`config.mk`:
```
export PLATFORM = sky130hd
export DESIGN_NAME = maf_decimate_buffer
export DESIGN_NICKNAME = d
export VERILOG_FILES = /design/src/rtl/maf_decimate_buffer.sv
export SDC_FILE = /design/constraint.sdc
export NUM_CORES = 1
export LEC_CHECK = 0
export CAP_MARGIN = 25
export CORE_MARGIN = 4
export CORE_UTILIZATION = 40
export CTS_CLUSTER_SIZE = 24
export DETAILED_ROUTE_END_ITERATION = 8
export GPL_TIMING_DRIVEN = 1
export PLACE_DENSITY = 0.65
export SLEW_MARGIN = 20
export SYNTH_ARGS = -nofsm -noshare
export SYNTH_HDL_FRONTEND = slang
export SYNTH_SLANG_ARGS = --single-unit
export TNS_END_PERCENT = 30
```
`constraint.sdc`:
```
create_clock -name clk -period 2.89 [get_ports clk]
set_clock_uncertainty 0.15 [all_clocks]
set_input_delay 0.4335 -clock clk [delete_from_list [all_inputs] [get_ports clk]]
set_output_delay 0.4335 -clock clk [all_outputs]
set_load 0.02 [all_outputs]
```
`src/rtl/maf_decimate_buffer.sv`:
```
//------------------------------------------------------------------------------
// maf_decimate_buffer
//
// Sits after the 8-tap recursive moving-average filter. It takes the
// filter's 16-bit signed sample stream and does four things:
//   1. Discards the filter warm-up samples. This only happens when the
//      MAF_DECIM_WARMUP_EN macro is defined.
//   2. Keeps every DECIM-th remaining sample.
//   3. Buffers the kept samples in a first-word-fall-through FIFO of DEPTH
//      entries.
//   4. Presents the FIFO head to a consumer over a valid/ready handshake.
// A kept sample that finds the FIFO full, with no pop in the same cycle, is
// dropped. The drop sets a sticky overflow flag.
//
// Build option:
//   MAF_DECIM_WARMUP_EN  defined   : the first WARMUP in_valid samples after
//                                    reset are discarded. They do not advance
//                                    the decimation phase.
//                        undefined : no warm-up counter exists and WARMUP is
//                                    ignored.
//
// Parameters:
//   DECIM   decimation factor, 1..256 (1 keeps every sample)
//   DEPTH   FIFO depth, a power of 2, at least 2
//   WARMUP  number of leading samples discarded after reset
//
// Ports:
//   clk        rising-edge clock
//   reset_n    synchronous active-low reset; clears all state
//   in_valid   in_data carries a new filter sample (no upstream backpressure)
//   in_data    signed filter sample
//   out_valid  out_data holds the FIFO head (registered, = level != 0)
//   out_ready  consumer takes the head this cycle
//   out_data   FIFO head sample (registered, stable while stalled)
//   level      FIFO occupancy 0..DEPTH (registered)
//   ovf        sticky overflow; set wins over ovf_clr
//   ovf_clr    clears ovf on the next edge
//------------------------------------------------------------------------------
`timescale 1ns/1ps

module maf_decimate_buffer #(
  parameter int DECIM  = 4,
  parameter int DEPTH  = 8,
  parameter int WARMUP = 8
) (
  input  logic                     clk,
  input  logic                     reset_n,
  input  logic                     in_valid,
  input  logic signed [15:0]       in_data,
  output logic                     out_valid,
  input  logic                     out_ready,
  output logic signed [15:0]       out_data,
  output logic [$clog2(DEPTH):0]   level,
  output logic                     ovf,
  input  logic                     ovf_clr
);

  localparam int PTR_W = $clog2(DEPTH);
  localparam int LVL_W = PTR_W + 1;
  localparam int PH_W  = (DECIM > 1) ? $clog2(DECIM) : 1;

  localparam logic [LVL_W-1:0] LVL_FULL = LVL_W'(DEPTH);
  localparam logic [PH_W-1:0]  PH_LAST  = PH_W'(DECIM - 1);

  // Storage and pointers; the pointers wrap naturally modulo DEPTH
  logic signed [15:0] mem_r [DEPTH];
  logic [PTR_W-1:0]   wr_ptr_r;
  logic [PTR_W-1:0]   rd_ptr_r;
  logic [PH_W-1:0]    phase_r;

  // Registered copies of the outputs
  logic               out_valid_r;
  logic signed [15:0] out_data_r;
  logic [LVL_W-1:0]   level_r;
  logic               ovf_r;

  // Per-cycle events and next-state values
  logic               accept_s;
  logic               keep_s;
  logic               pop_s;
  logic               push_s;
  logic               drop_s;
  logic [LVL_W-1:0]   level_nxt_s;
  logic [PTR_W-1:0]   rd_ptr_nxt_s;
  logic signed [15:0] head_nxt_s;
  logic               head_bypass_s;

`ifdef MAF_DECIM_WARMUP_EN
  // The warm-up counter saturates at WARMUP. Once it is done it stays done
  // until the next reset.
  localparam int WU_W = (WARMUP > 0) ? $clog2(WARMUP + 1) : 1;
  localparam logic [WU_W-1:0] WU_DONE = WU_W'(WARMUP);

  logic [WU_W-1:0] warm_cnt_r;
  logic            warm_done_s;

  assign warm_done_s = (warm_cnt_r == WU_DONE);

  // Warm-up counter: counts in_valid samples until WARMUP have been discarded
  always_ff @(posedge clk) begin
    if (!reset_n) begin
      warm_cnt_r <= '0;
    end else if (in_valid && !warm_done_s) begin
      warm_cnt_r <= warm_cnt_r + WU_W'(1);
    end else begin
      warm_cnt_r <= warm_cnt_r;
    end
  end

  assign accept_s = in_valid && warm_done_s;
`else
  assign accept_s = in_valid;
`endif

  // A sample is kept on the last phase of each DECIM-long group
  assign keep_s = accept_s && (phase_r == PH_LAST);

  // A pop needs a valid head, so push and pop on an empty FIFO cannot occur
  assign pop_s  = out_valid_r && out_ready;

  // A full FIFO still takes the sample if the head leaves in the same cycle
  assign push_s = keep_s && ((level_r != LVL_FULL) || pop_s);
  assign drop_s = keep_s && !push_s;

  // The incoming sample becomes the head directly when nothing else remains
  // in front of it (an empty FIFO, or one entry that is popping now)
  assign head_bypass_s = push_s && (level_r == {{(LVL_W-1){1'b0}}, pop_s});

  // Next occupancy, read pointer and head value for the registered outputs
  always_comb begin
    level_nxt_s  = level_r;
    rd_ptr_nxt_s = rd_ptr_r;
    head_nxt_s   = out_data_r;

    case ({push_s, pop_s})
      2'b10:   level_nxt_s = level_r + LVL_W'(1);
      2'b01:   level_nxt_s = level_r - LVL_W'(1);
      default: level_nxt_s = level_r;
    endcase

    if (pop_s) begin
      rd_ptr_nxt_s = rd_ptr_r + PTR_W'(1);
    end else begin
      rd_ptr_nxt_s = rd_ptr_r;
    end

    // When the FIFO goes empty, the last head value is held. out_valid=0
    // marks it as meaningless.
    if (level_nxt_s == '0) begin
      head_nxt_s = out_data_r;
    end else if (head_bypass_s) begin
      head_nxt_s = in_data;
    end else begin
      head_nxt_s = mem_r[rd_ptr_nxt_s];
    end
  end

  // FIFO storage: write the pushed sample at the write pointer
  always_ff @(posedge clk) begin
    if (!reset_n) begin
      for (int i = 0; i < DEPTH; i++) begin
        mem_r[i] <= 16'sd0;
      end
    end else if (push_s) begin
      mem_r[wr_ptr_r] <= in_data;
    end else begin
      mem_r[wr_ptr_r] <= mem_r[wr_ptr_r];
    end
  end

  // Pointer, occupancy and head registers
  always_ff @(posedge clk) begin
    if (!reset_n) begin
      wr_ptr_r    <= '0;
      rd_ptr_r    <= '0;
      level_r     <= '0;
      out_valid_r <= 1'b0;
      out_data_r  <= 16'sd0;
    end else begin
      if (push_s) begin
        wr_ptr_r <= wr_ptr_r + PTR_W'(1);
      end else begin
        wr_ptr_r <= wr_ptr_r;
      end
      rd_ptr_r    <= rd_ptr_nxt_s;
      level_r     <= level_nxt_s;
      out_valid_r <= (level_nxt_s != '0);
      out_data_r  <= head_nxt_s;
    end
  end

  // Decimation phase: advances on every accepted sample, including dropped
  // ones, and holds while in_valid is low
  always_ff @(posedge clk) begin
    if (!reset_n) begin
      phase_r <= '0;
    end else if (accept_s) begin
      if (phase_r == PH_LAST) begin
        phase_r <= '0;
      end else begin
        phase_r <= phase_r + PH_W'(1);
      end
    end else begin
      phase_r <= phase_r;
    end
  end

  // Sticky overflow: a drop in the same cycle wins over a clear request
  always_ff @(posedge clk) begin
    if (!reset_n) begin
      ovf_r <= 1'b0;
    end else if (drop_s) begin
      ovf_r <= 1'b1;
    end else if (ovf_clr) begin
      ovf_r <= 1'b0;
    end else begin
      ovf_r <= ovf_r;
    end
  end

  assign out_valid = out_valid_r;
  assign out_data  = out_data_r;
  assign level     = level_r;
  assign ovf       = ovf_r;

endmodule

```
# Word level (Yosys, flattened, before mapping)
# Memories as Yosys holds them, arrays and structs flattened.
# Index checks and enable logic that the tools add are counted.
[totals]
register_bits = 30
wordCells = 49
memories = 1
ram_bits = 128
[op_classes]
n_bitwise = 1
n_eq_ne = 6
n_addsub = 5
muxes = 17
n_reduce_logical = 12
[mem_list]
columns = ["name", "depth", "word_bits", "rd", "rd_clocked_by_memory_dff", "wr", "line", "text"]
rows = [
  ["mem_r", 8, 16, 1, 0, 8, "66", "logic signed [15:0] mem_r [DEPTH];"],
]
[ops]
columns = ["op", "count"]
rows = [
  ["$mux 16", 3],
  ["$reduce_or 16->1", 1],
  ["$mux 1", 10],
  ["$pmux 4 s2", 1],
  ["$add 3x1->3 const B", 2],
  ["$mux 3", 2],
  ["$logic_and 1x1->1", 5],
  ["$add 4x1->4 const B", 1],
  ["$eq 2x2->1 const B", 2],
  ["$eq 4x1->1", 1],
  ["$logic_not 4->1", 1],
  ["$ne 4x4->1 const B", 1],
  ["$reduce_bool 4->1", 1],
  ["$sub 4x1->4 const B", 1],
  ["$add 2x1->2 const B", 1],
  ["$eq 2x1->1 const B", 1],
  ["$mux 2", 1],
  ["$reduce_and 2->1", 1],
  ["$reduce_bool 2->1", 1],
  ["$logic_not 1->1", 1],
  ["$logic_or 1x1->1", 1],
  ["$ne 0x0->1", 1],
  ["$or 1x1->1", 1],
]

# Longest topological paths before layout
# Gate-level depths: netlist of run 1.
[logic_depth]
word_depth = 10
depth_mapped = 11
mapped_depth_nobuf = 10

# Worst setup path before layout of run 1
# OpenSTA, ideal clock, no wires.
[synth_timing]
path_kind = "register -> register"
start = "reg level_r[0] (netlist: level[0])"
end = "mem mem_r[6][0], enable pin"
t_arrival_ns = 2.500
synth_period_minus_slack_ns = 3.061
path_slack_ns = -0.171
path_stages_with_launch = 6
cell_sequence = "dfxtp_1 buf_2 a21oi_1 a31oi_2 nand3_1 o21ai_0"
[synth_rtl]
columns = ["element", "line", "text"]
rows = [
  ["from (decl)", "74", "logic [LVL_W-1:0] level_r;"],
  ["from (signal assigned)", "186", "level_r <= level_nxt_s;"],
  ["to (decl)", "66", ""],
]

# Worst setup path in the final report of run 1
[layout_timing]
start = "reg phase_r[0]"
end = "reg out_data_r[4] (netlist: out_data[4])"
[layout_via]
elab_chain_cells = 6
word_cells_on_any_way = 9
cone_classes = "eq/ne: 3; mux: 2; reduce/logical: 4"
[layout_lines]
columns = ["element", "line", "text"]
rows = [
  ["from (decl)", "69", "logic [PH_W-1:0] phase_r;"],
  ["from (signal assigned)", "201", "phase_r <= phase_r + PH_W'(1);"],
  ["from (signal assigned)", "204", "phase_r <= phase_r;"],
  ["$eq 2x2->1 (*)", "116", "assign keep_s = accept_s && (phase_r == PH_LAST);"],
  ["$logic_and 1x1->1 (*)", "116", ""],
  ["$logic_and 1x1->1 (*)", "122", "assign push_s = keep_s && ((level_r != LVL_FULL) || pop_s);"],
  ["$eq 2x1->1 or $eq 2x2->1 (tied branches)", "135", "case ({push_s, pop_s})"],
  ["$pmux 4 s2", "135", ""],
  ["$logic_not 4->1", "149", "if (level_nxt_s == '0) begin"],
  ["to (signal assigned)", "188", "out_data_r <= head_nxt_s;"],
  ["to (decl)", "73", "logic signed [15:0] out_data_r;"],
]
# Mark *: on every way between the ends. The rest lies on a longest branch, timed or not.
# A chain may end at the register's enable or synchronous reset.

==> results_dict.tcl, run 1 <==
set metrics [dict create \
    holdCritPathClass "reg -> reg" \
    max_cap_violations 0 \
    vias 5424 \
    grtUsageTotal_pct 18.06 \
    critical-path-max-stage-delay_ns 0.44 \
    pwr-share-clk_pct 35.8 \
    final.setup.worst_slack_ns 0.03022 \
    synth_area_leaders "edfxtp_1 (49%), and2_1 (10%), mux4_2 (9.1%)" \
    cts_buffers 17 \
    crit_fanout 8 \
    cts_tree "done" \
    tightestPinTransition_ns 0.9427 \
    post-route-util_pct 49.67 \
    dp.cells 939 \
    grt_max_degree 27 \
    endpoint_kind "register" \
    grt_pass1_wl_microns 30600 \
    synth_top_family_by_area "simple AND/OR/NAND/NOR gates" \
    wl_met1_microns 8502 \
    yosys-top-cells-count "and2_1 (130), edfxtp_1 (128), mux4_2 (32)" \
    sw_frac_of_total_pct 28.37 \
    io_buffers 42 \
    die_h_microns 148.6 \
    cts.htree.levels 4 \
    topRoutingLayerUsed "met4" \
    syn_inst 616 \
    cts-root-buf "clkbuf_16" \
    yosysTopAreaCell "edfxtp_1" \
    antenna_found_initial 0 \
    syn_area_sq_um 7913 \
    timing.final.crit_share_pct 98.95 \
    dr_wl_met3_microns 926 \
    synth_top_area_share_pct 48.58 \
    layout-drive-gt1-share_pct 20.93 \
    worstPathRequired_ns 3.05 \
    ys_warn_count 0 \
    clock-sinks 158 \
    wl_microns 19670 \
    cp-start-kind "register" \
    syn_area_per_cell_sq_um 12.85 \
    postRouteAntennaNets 0 \
    hold_viol 0 \
    area_growth_pct 22.17 \
    crit_family "compound AO/OA/AOI/OAI gates" \
    firstDrtPassIters 5 \
    die-area_sq_um 22100 \
    cp.arrival_ns 3.02 \
    clock_path_buffers 2 \
    slew_violations 0 \
    intPower_mw 4.225 \
    maxSlewHeadroom_pct 36.92 \
    syn_nets 643 \
    peakVddDrop_mv 0.3571 \
    first_global_vias 5527 \
    drc 0 \
    async_reset_ff_share_pct 0 \
    dr_wl_met2_microns 9863 \
    r2r_setup_slack_ns 0.03 \
    io_pins 43 \
    hold_buffers 0 \
    crit_path_top_delay_cell "o311ai_4" \
    p_total_mw 5.898 \
    cts.reportedPaths.clkPinSlew_ns 0.06 \
    synth_simple_gate_area_share_pct 16.05 \
    path_cells "ha_2, nand2_1, nand2_2, inv_2, buf_4, ha_4, nand3_2, a211o_1, and3_4, o311ai_4, clkbuf_16, o32ai_1" \
    num_rows 51 \
    finalSetupViolations 0 \
    gp_routability_congestion 0.8221 \
    core_area_sq_um 19460 \
    dp_slack_ns -0.3494 \
    start_util_pct 40.66 \
    synth-seq-cells 158 \
    routedWlPerCell_microns 20.14 \
    synth_compound_area_share_pct 10.71 \
    setup_tns_ns 0 \
    status "completed" \
    synth-xor-area-share_pct 0.6641 \
    power_frac_comb_pct 19.1 \
    n_antenna_cell 0 \
    post-route-min-period_ns 2.860 \
    pwr-share-seq_pct 45.1 \
    synth_adder_area_share_pct 1.044 \
    clock.fmax_mhz 349.7 \
    drt-initial-drc-count 421 \
    path_class "reg -> reg" \
    synth_most_common_cell "and2_1" \
    yosysSeqAreaShare_pct 56.17 \
    viasPerCell 5.552 \
    insertion_delay_ns 0.44 \
    ys.flop_type "edfxtp_1" \
    die_x_microns 148.6 \
    power.density_nw_per_um2 610.1 \
    finalNetCount 726 \
    power.leakage_nw 3.557 \
    path_buf_inv 3 \
    synth_edf_count 128 \
    p_switching_mw 1.673 \
    instances_no_fill 977 \
    synth.distinct_cells 58 \
    grt-ovfl-total 0 \
    yosys-mux-area-fraction_pct 12.19 \
    hpwl_microns 13700 \
]
## layout by cell type (no fill, tap or decap), types with 3 or more instances in the layout
master	count
o21a_1	15
o21ai_1	6
nor2b_1	4
o21ai_0	15
inv_1	22
and3_1	3
clkdlybuf4s50_1	42
nand3_1	21
o32ai_1	15
mux4_2	32
dfxtp_1	27
nor3_1	3
nand2_1	10
a21oi_1	8
clkinvlp_4	3
mux2i_1	21
mux2_2	3
buf_12	5
nand2b_1	5
clkbuf_16	18
nor2_1	17
o22ai_1	28
nand3b_1	4
xnor2_1	4
a31oi_1	3
inv_8	3
edfxtp_1	128
inv_6	6
dfxtp_2	3
buf_4	52
and2_1	130
## power by group through the flow
stage               Combinational [mW]  Sequential [mW]  Clock, mW
finish                            1.13             2.66       2.11
floorplan                        0.590             2.74          0
global placement                  1.04             2.70          0
global route                      1.20             2.67       2.26
detailed placement                1.07             2.70          0
CTS                               1.07             2.66       2.14
## per-layer routing
metal  up-vias  track usage [%]
met3        31            3.077
met4         0            6.328
met1      2717            23.96
met2       167            30.12
li1       2509                -
met5         -                0
## timing repair
item                       in CTS  in global routing
resized for setup               0                 14
setup endpoints to repair       0                 15
hold endpoints to repair        0                  0
buffers inserted                0                  3
## cell families after synthesis
family | after synthesis
xor+xnor | 6
mux | 56
flops | 158
fa+ha+maj | 6
compound gates | 116
simple gates | 214
buf+inv | 60
## cell type report
type                       instances  area [sq um]
inverter                          23         86.33
tap                              265         331.6
clock inverter                    15         126.4
multi-input combinational        398          3302
fill                            1686          9796
sequential                       158          4448
clock buffer                      17         425.4
timing repair buffer             101         947.2
## final timing paths
kind / start / end / cells past startpoint
hold / removal: out_data[13]$_SDFFE_PN0P_ / out_data[13]$_SDFFE_PN0P_ / 2
setup / recovery: phase_r[0]$_SDFFE_PN0P_ / out_data[4]$_SDFFE_PN0P_ / 12
hold reg to reg: out_data[13]$_SDFFE_PN0P_ / out_data[13]$_SDFFE_PN0P_ / 2
setup reg to reg: phase_r[0]$_SDFFE_PN0P_ / out_data[4]$_SDFFE_PN0P_ / 12
## metrics by stage
step	hold slack [ns]	instance area, sq um
floorplan	0.3146	7913
global placement	0.3066	8952
detailed placement	0.3073	8974
CTS	0.3175	9525
global route	0.3365	9667
finish	0.3173	9667
## flip-flops by register name (all words and copies together), names as in the netlist
name	cells
ovf	1
mem_r	128
rd_ptr_r	3
out_valid	1
wr_ptr_r	3
phase_r	2
out_data	16
level	4
## worst reg2reg max path, stage by stage (launching register included)
cell and delay [ns]:
dfxtp_2 0.34, ha_2 0.18, nand2_1 0.09, nand2_2 0.08, inv_2 0.05, buf_4 0.15
ha_4 0.31, nand3_2 0.11, a211o_1 0.32, and3_4 0.19, o311ai_4 0.44, clkbuf_16 0.25
o32ai_1 0.09
No activity file was read; power rests on OpenSTA's default activity.
==> inputs of run 2 (changes only) <==
--- a/config.mk
+++ b/config.mk
@@ -6,12 +6,12 @@
 export NUM_CORES = 1
 export LEC_CHECK = 0
 export CAP_MARGIN = 25
-export CORE_MARGIN = 4
+export CORE_MARGIN = 8
 export CORE_UTILIZATION = 40
 export CTS_CLUSTER_SIZE = 24
 export DETAILED_ROUTE_END_ITERATION = 8
 export GPL_TIMING_DRIVEN = 1
-export PLACE_DENSITY = 0.65
+export PLACE_DENSITY_LB_ADDON = 0.15
 export SLEW_MARGIN = 20
 export SYNTH_ARGS = -nofsm -noshare
 export SYNTH_HDL_FRONTEND = slang
==> run 2 against run 1 <==
  * First-iteration DRC count fell by 12%
  * Worst setup slack got worse by 0.0065 ns
  * Via count fell by 1.2%
  * Non-clock buffer count fell by 1
  * Sequential share of layout area fell by 0.36 points
==> results_dict.tcl, run 2 (same netlist as run 1, synthesis figures left out) <==
set metrics [dict create \
    status "completed" \
    peakVddDrop_mv 0.4141 \
    finalSetupViolations 0 \
    die_x_microns 156.6 \
    timing.final.crit_share_pct 99.18 \
    grt_pass1_wl_microns 31440 \
    cp.arrival_ns 3.01 \
    drc 0 \
    largest_reg_flops 128 \
    insertion_delay_ns 0.41 \
    hold_buffers 0 \
    place_area_sq_um 9021 \
    drt-initial-drc-count 371 \
    area_growth_pct 23.20 \
    die_h_microns 156.6 \
    critical-path-max-stage-delay_ns 0.41 \
    max_cap_violations 0 \
    finalNetCount 725 \
    final_common_cell "and2_1" \
    clock-sinks 158 \
    cts_buffers 17 \
    crit_path_top_delay_cell "clkdlybuf4s50_1" \
    viasPerCell 5.490 \
    maxSlewHeadroom_pct 33.65 \
    power.density_nw_per_um2 621.0 \
    grt-ovfl-total 0 \
    crit_fanout 7 \
    cp-start-kind "input pin" \
    holdCritPathClass "reg -> reg" \
    io_pins 43 \
    start_util_pct 40.66 \
    dp.cells 940 \
    grt_max_degree 27 \
    cts-root-buf "clkbuf_16" \
    cts.htree.levels 4 \
    path_cells "clkdlybuf4s50_1, and2_1, nand2_1, inv_2, buf_4, ha_4, nand3_4, a211o_1, and3_4, o311ai_4, clkbuf_16, o32ai_1" \
    die-area_sq_um 24540 \
    path_class "in -> reg" \
    slew_violations 0 \
    clock.fmax_mhz 348.9 \
    grtUsageTotal_pct 17.16 \
    layout-drive-gt1-share_pct 20.96 \
    hpwl_microns 13880 \
    gp_routability_congestion 0.8387 \
    first_global_vias 5424 \
    firstDrtPassIters 4 \
    cts.reportedPaths.clkPinSlew_ns 0.06 \
    wl_microns 20530 \
    tightestPinTransition_ns 0.9916 \
    vias 5358 \
    final_cell_mix "and2_1 (130), edfxtp_1 (128), buf_4 (46), clkdlybuf4s50_1 (42), mux4_2 (32)" \
    instances_no_fill 976 \
    power.leakage_nw 3.583 \
    post-route-min-period_ns 2.866 \
    cts_tree "done" \
    final_cell_area_sq_um 9748 \
    setup_tns_ns 0 \
    core_area_sq_um 19460 \
    routedWlPerCell_microns 21.03 \
    clock_path_buffers 2 \
    io_buffers 42 \
    postRouteAntennaNets 0 \
    top_register "mem_r" \
    antenna_found_initial 0 \
    worstPathRequired_ns 3.04 \
    hold_viol 0 \
    num_rows 51 \
    endpoint_kind "register" \
    n_antenna_cell 0 \
]
[run 2: worst max-delay path: cells and delay by family]
kind	cells	cell delay [ns]
buffers and inverters	4	0.86
AO/OA/AOI/OAI	3	0.85
AND/OR/NAND/NOR	4	0.54
adder cells (fa/ha/maj)	1	0.32
[run 2: path summary, 6_finish.rpt]
path,start,cells after the start,slack (ns),endpoint
setup / recovery,out_ready,12,0.02,out_data[12]$_SDFFE_PN0P_
hold reg to reg,out_data[2]$_SDFFE_PN0P_,2,0.31,out_data[2]$_SDFFE_PN0P_
hold / removal,out_data[2]$_SDFFE_PN0P_,2,0.31,out_data[2]$_SDFFE_PN0P_
setup reg to reg,phase_r[0]$_SDFFE_PN0P_,12,0.05,out_data[12]$_SDFFE_PN0P_
[run 2: routing by layer]
layer / share of wire (%) / track usage [%]
met1: 45 / 22.50
met2: 50 / 28.70
met5: 0 / 0
met4: 0.92 / 5.034
met3: 4.2 / 2.785
[run 2: metrics by stage]
| stage | hold slack [ns] | util (%) | setup slack [ns] | power, mW |
|---|---|---|---|---|
| after floorplan | 0.3146 | - | -0.1709 | 3.334 |
| after global placement | 0.3049 | 46.27 | -0.2616 | 3.794 |
| after detailed placement | 0.3082 | 46.35 | -0.3543 | 3.823 |
| after CTS | 0.3183 | 49.35 | 0.03805 | 6.043 |
| after global routing | 0.3375 | 50.09 | -0.02585 | 6.285 |
| final | 0.3133 | 50.09 | 0.02370 | 6.053 |
[run 2: power breakdown]
| part | leakage [nW] | internal [mW] | switching (mW) |
|---|---|---|---|
| clock | 0.276 | 1.29 | 0.941 |
| combinational | 1.74 | 0.551 | 0.625 |
| sequential | 1.57 | 2.57 | 0.0773 |
| total | 3.58 | 4.41 | 1.64 |
[run 2: area by class of cell]
cell class / count / area (sq um)
Fill cell: 1715 / 9714
Inverter: 23 / 86.33
Tap cell: 265 / 331.6
Timing Repair Buffer: 100 / 980.9
Clock buffer: 17 / 425.4
Clock inverter: 15 / 158.9
Sequential cell: 158 / 4451
Multi-Input combinational cell: 398 / 3314
[run 2: repair_timing]
item,in CTS,in global routing
setup buffers,0,2
hold endpoints to repair,0,0
setup endpoints to repair,0,16
resized for setup,0,17
==> inputs of run 3 (changes only) <==
--- a/config.mk
+++ b/config.mk
@@ -12,7 +12,6 @@
 export DETAILED_ROUTE_END_ITERATION = 8
 export GPL_TIMING_DRIVEN = 1
 export PLACE_DENSITY_LB_ADDON = 0.15
-export SLEW_MARGIN = 20
 export SYNTH_ARGS = -nofsm -noshare
 export SYNTH_HDL_FRONTEND = slang
 export SYNTH_SLANG_ARGS = --single-unit
==> run 3 against run 2 <==
  * Via count grew 0.15%
  * Register-to-register slack is essentially flat
  * Sequential power is essentially flat
  * Wire length grew 1.3%
  * Largest cell class unchanged
==> results_dict.tcl, run 3 (same netlist as run 1, synthesis figures left out) <==
set metrics [dict create \
    grt-ovfl-total 0 \
    post-route-util_pct 50.48 \
    core_area_sq_um 19460 \
    insertion_delay_ns 0.42 \
    start_util_pct 40.66 \
    drt-initial-drc-count 345 \
    cts.htree.levels 4 \
    power.leakage_nw 3.639 \
    io_pins 43 \
    num_rows 51 \
    peakVddDrop_mv 0.4855 \
    power.density_nw_per_um2 640.9 \
    cts.reportedPaths.clkPinSlew_ns 0.07 \
    finalNetCount 727 \
    grtUsageTotal_pct 17.38 \
    top_register "mem_r" \
    clock.fmax_mhz 351.4 \
    cts_tree "done" \
    whs_ns 0.3121 \
    maxSlewHeadroom_pct 30.88 \
    holdCritPathClass "reg -> reg" \
    slew_violations 0 \
    hold_viol 0 \
    final_common_cell "and2_1" \
    timing.final.crit_share_pct 98.48 \
    cts-root-buf "clkbuf_16" \
    drc 0 \
    finalSetupViolations 0 \
    path_class "in -> reg" \
    rr_endpoint "out_data[13]$_SDFFE_PN0P_" \
    final_cell_mix "and2_1 (130), edfxtp_1 (128), buf_4 (48), clkdlybuf4s50_1 (42), mux4_2 (32)" \
    whs_endpoint "out_data[2]$_SDFFE_PN0P_" \
    dp_slack_ns -0.3716 \
    tightestPinTransition_ns 1.033 \
    largest_reg_flops 128 \
    routedWlPerCell_microns 21.25 \
    area_growth_pct 24.16 \
    layout-drive-gt1-share_pct 21.04 \
    die_h_microns 156.6 \
    clock-sinks 158 \
    die-area_sq_um 24540 \
    crit_fanout 7 \
    antenna_found_initial 0 \
    r2r_start "phase_r[1]$_SDFFE_PN0P_" \
    viasPerCell 5.487 \
    cts_buffers 17 \
    worstPathRequired_ns 3.04 \
    status "completed" \
    max_cap_violations 0 \
    postRouteAntennaNets 0 \
    firstDrtPassIters 4 \
    first_global_vias 5491 \
    gp_routability_congestion 0.8387 \
    post-route-min-period_ns 2.846 \
    clock_path_buffers 2 \
    wl_microns 20790 \
    n_antenna_cell 0 \
    grt_pass1_wl_microns 32030 \
    hp-start "out_data[2]$_SDFFE_PN0P_" \
    hold_buffers 0 \
    reg2reg_depth 12 \
    instances_no_fill 978 \
    vias 5366 \
    cp-start-kind "input pin" \
    endpoint_kind "register" \
    final.setup.worst_slack_ns 0.04391 \
    grt_max_degree 27 \
    r2r_setup_slack_ns 0.05 \
    dp.cells 942 \
    io_buffers 42 \
    whs_path_depth 2 \
    cp.arrival_ns 3.00 \
    die_x_microns 156.6 \
    hpwl_microns 14060 \
]
-- run 3: cell types whose count changed in the layout (fill, tap and decap cells not counted), sizes merged --
| cell | delta |
|---|---|
| buf | +3 |
| bufinv | +2 |
| clkbuf | -1 |
| clkinvlp | -4 |
| inv | +2 |
-- run 3: layout make-up --
class | instances | area (sq um)
Clock buffer | 17 | 425.4
Multi-Input combinational cell | 398 | 3312
Inverter | 23 | 86.33
Timing Repair Buffer | 102 | 999.7
Clock inverter | 15 | 222.7
Tap cell | 265 | 331.6
Fill cell | 1725 | 9638
Sequential cell | 158 | 4447
-- run 3: worst max path at each step --
| stage | from | endpoint |
|---|---|---|
| floorplan | level[0]$_SDFF_PN0_ | mem_r[1][0]$_SDFFCE_PN0P_ |
| global placement | out_ready | out_data[0]$_SDFFE_PN0P_ |
| detailed placement | out_ready | out_data[14]$_SDFFE_PN0P_ |
| CTS | phase_r[0]$_SDFFE_PN0P_ | out_data[14]$_SDFFE_PN0P_ |
| global route | phase_r[1]$_SDFFE_PN0P_ | out_data[3]$_SDFFE_PN0P_ |
| finish | out_ready | out_data[13]$_SDFFE_PN0P_ |
-- run 3: stage by stage --
step           cell area [sq um]  setup TNS (ns)  power [mW]
6_report                    9824               0       6.297
5_1_grt                     9824         -0.3324       6.514
4_1_cts                     9687               0       6.273
3_5_place_dp                9039          -9.795       3.822
3_3_place_gp                9005          -15.01       3.794
2_1_floorplan               7913          -13.92       3.334
-- run 3: critical path: stages --
cell             delay [ns]
clkdlybuf4s50_1        0.41
and2_1                 0.16
nand2_2                0.07
inv_2                  0.05
buf_4                  0.15
ha_4                   0.30
nand3_4                0.09
a211o_1                0.35
and3_4                 0.21
o311ai_4               0.43
clkbuf_16              0.24
o32ai_1                0.09
-- run 3: timing repair --
action,4_1_cts,5_1_grt
endpoints found under the setup margin,0,16
buffers inserted,0,3
resized for setup,0,15
-- run 3: metal layers --
metal	track usage [%]	wire length (microns)
met5	0	0
met3	2.648	784
met1	23.06	9562
met2	28.91	10220
met4	5.034	216
-- run 3: power by group --
group / switching, mW / internal, mW / leakage [nW] / total, mW
clock network: 0.979 / 1.48 / 0.320 / 2.46
logic: 0.631 / 0.550 / 1.75 / 1.18
registers: 0.0797 / 2.57 / 1.57 / 2.65
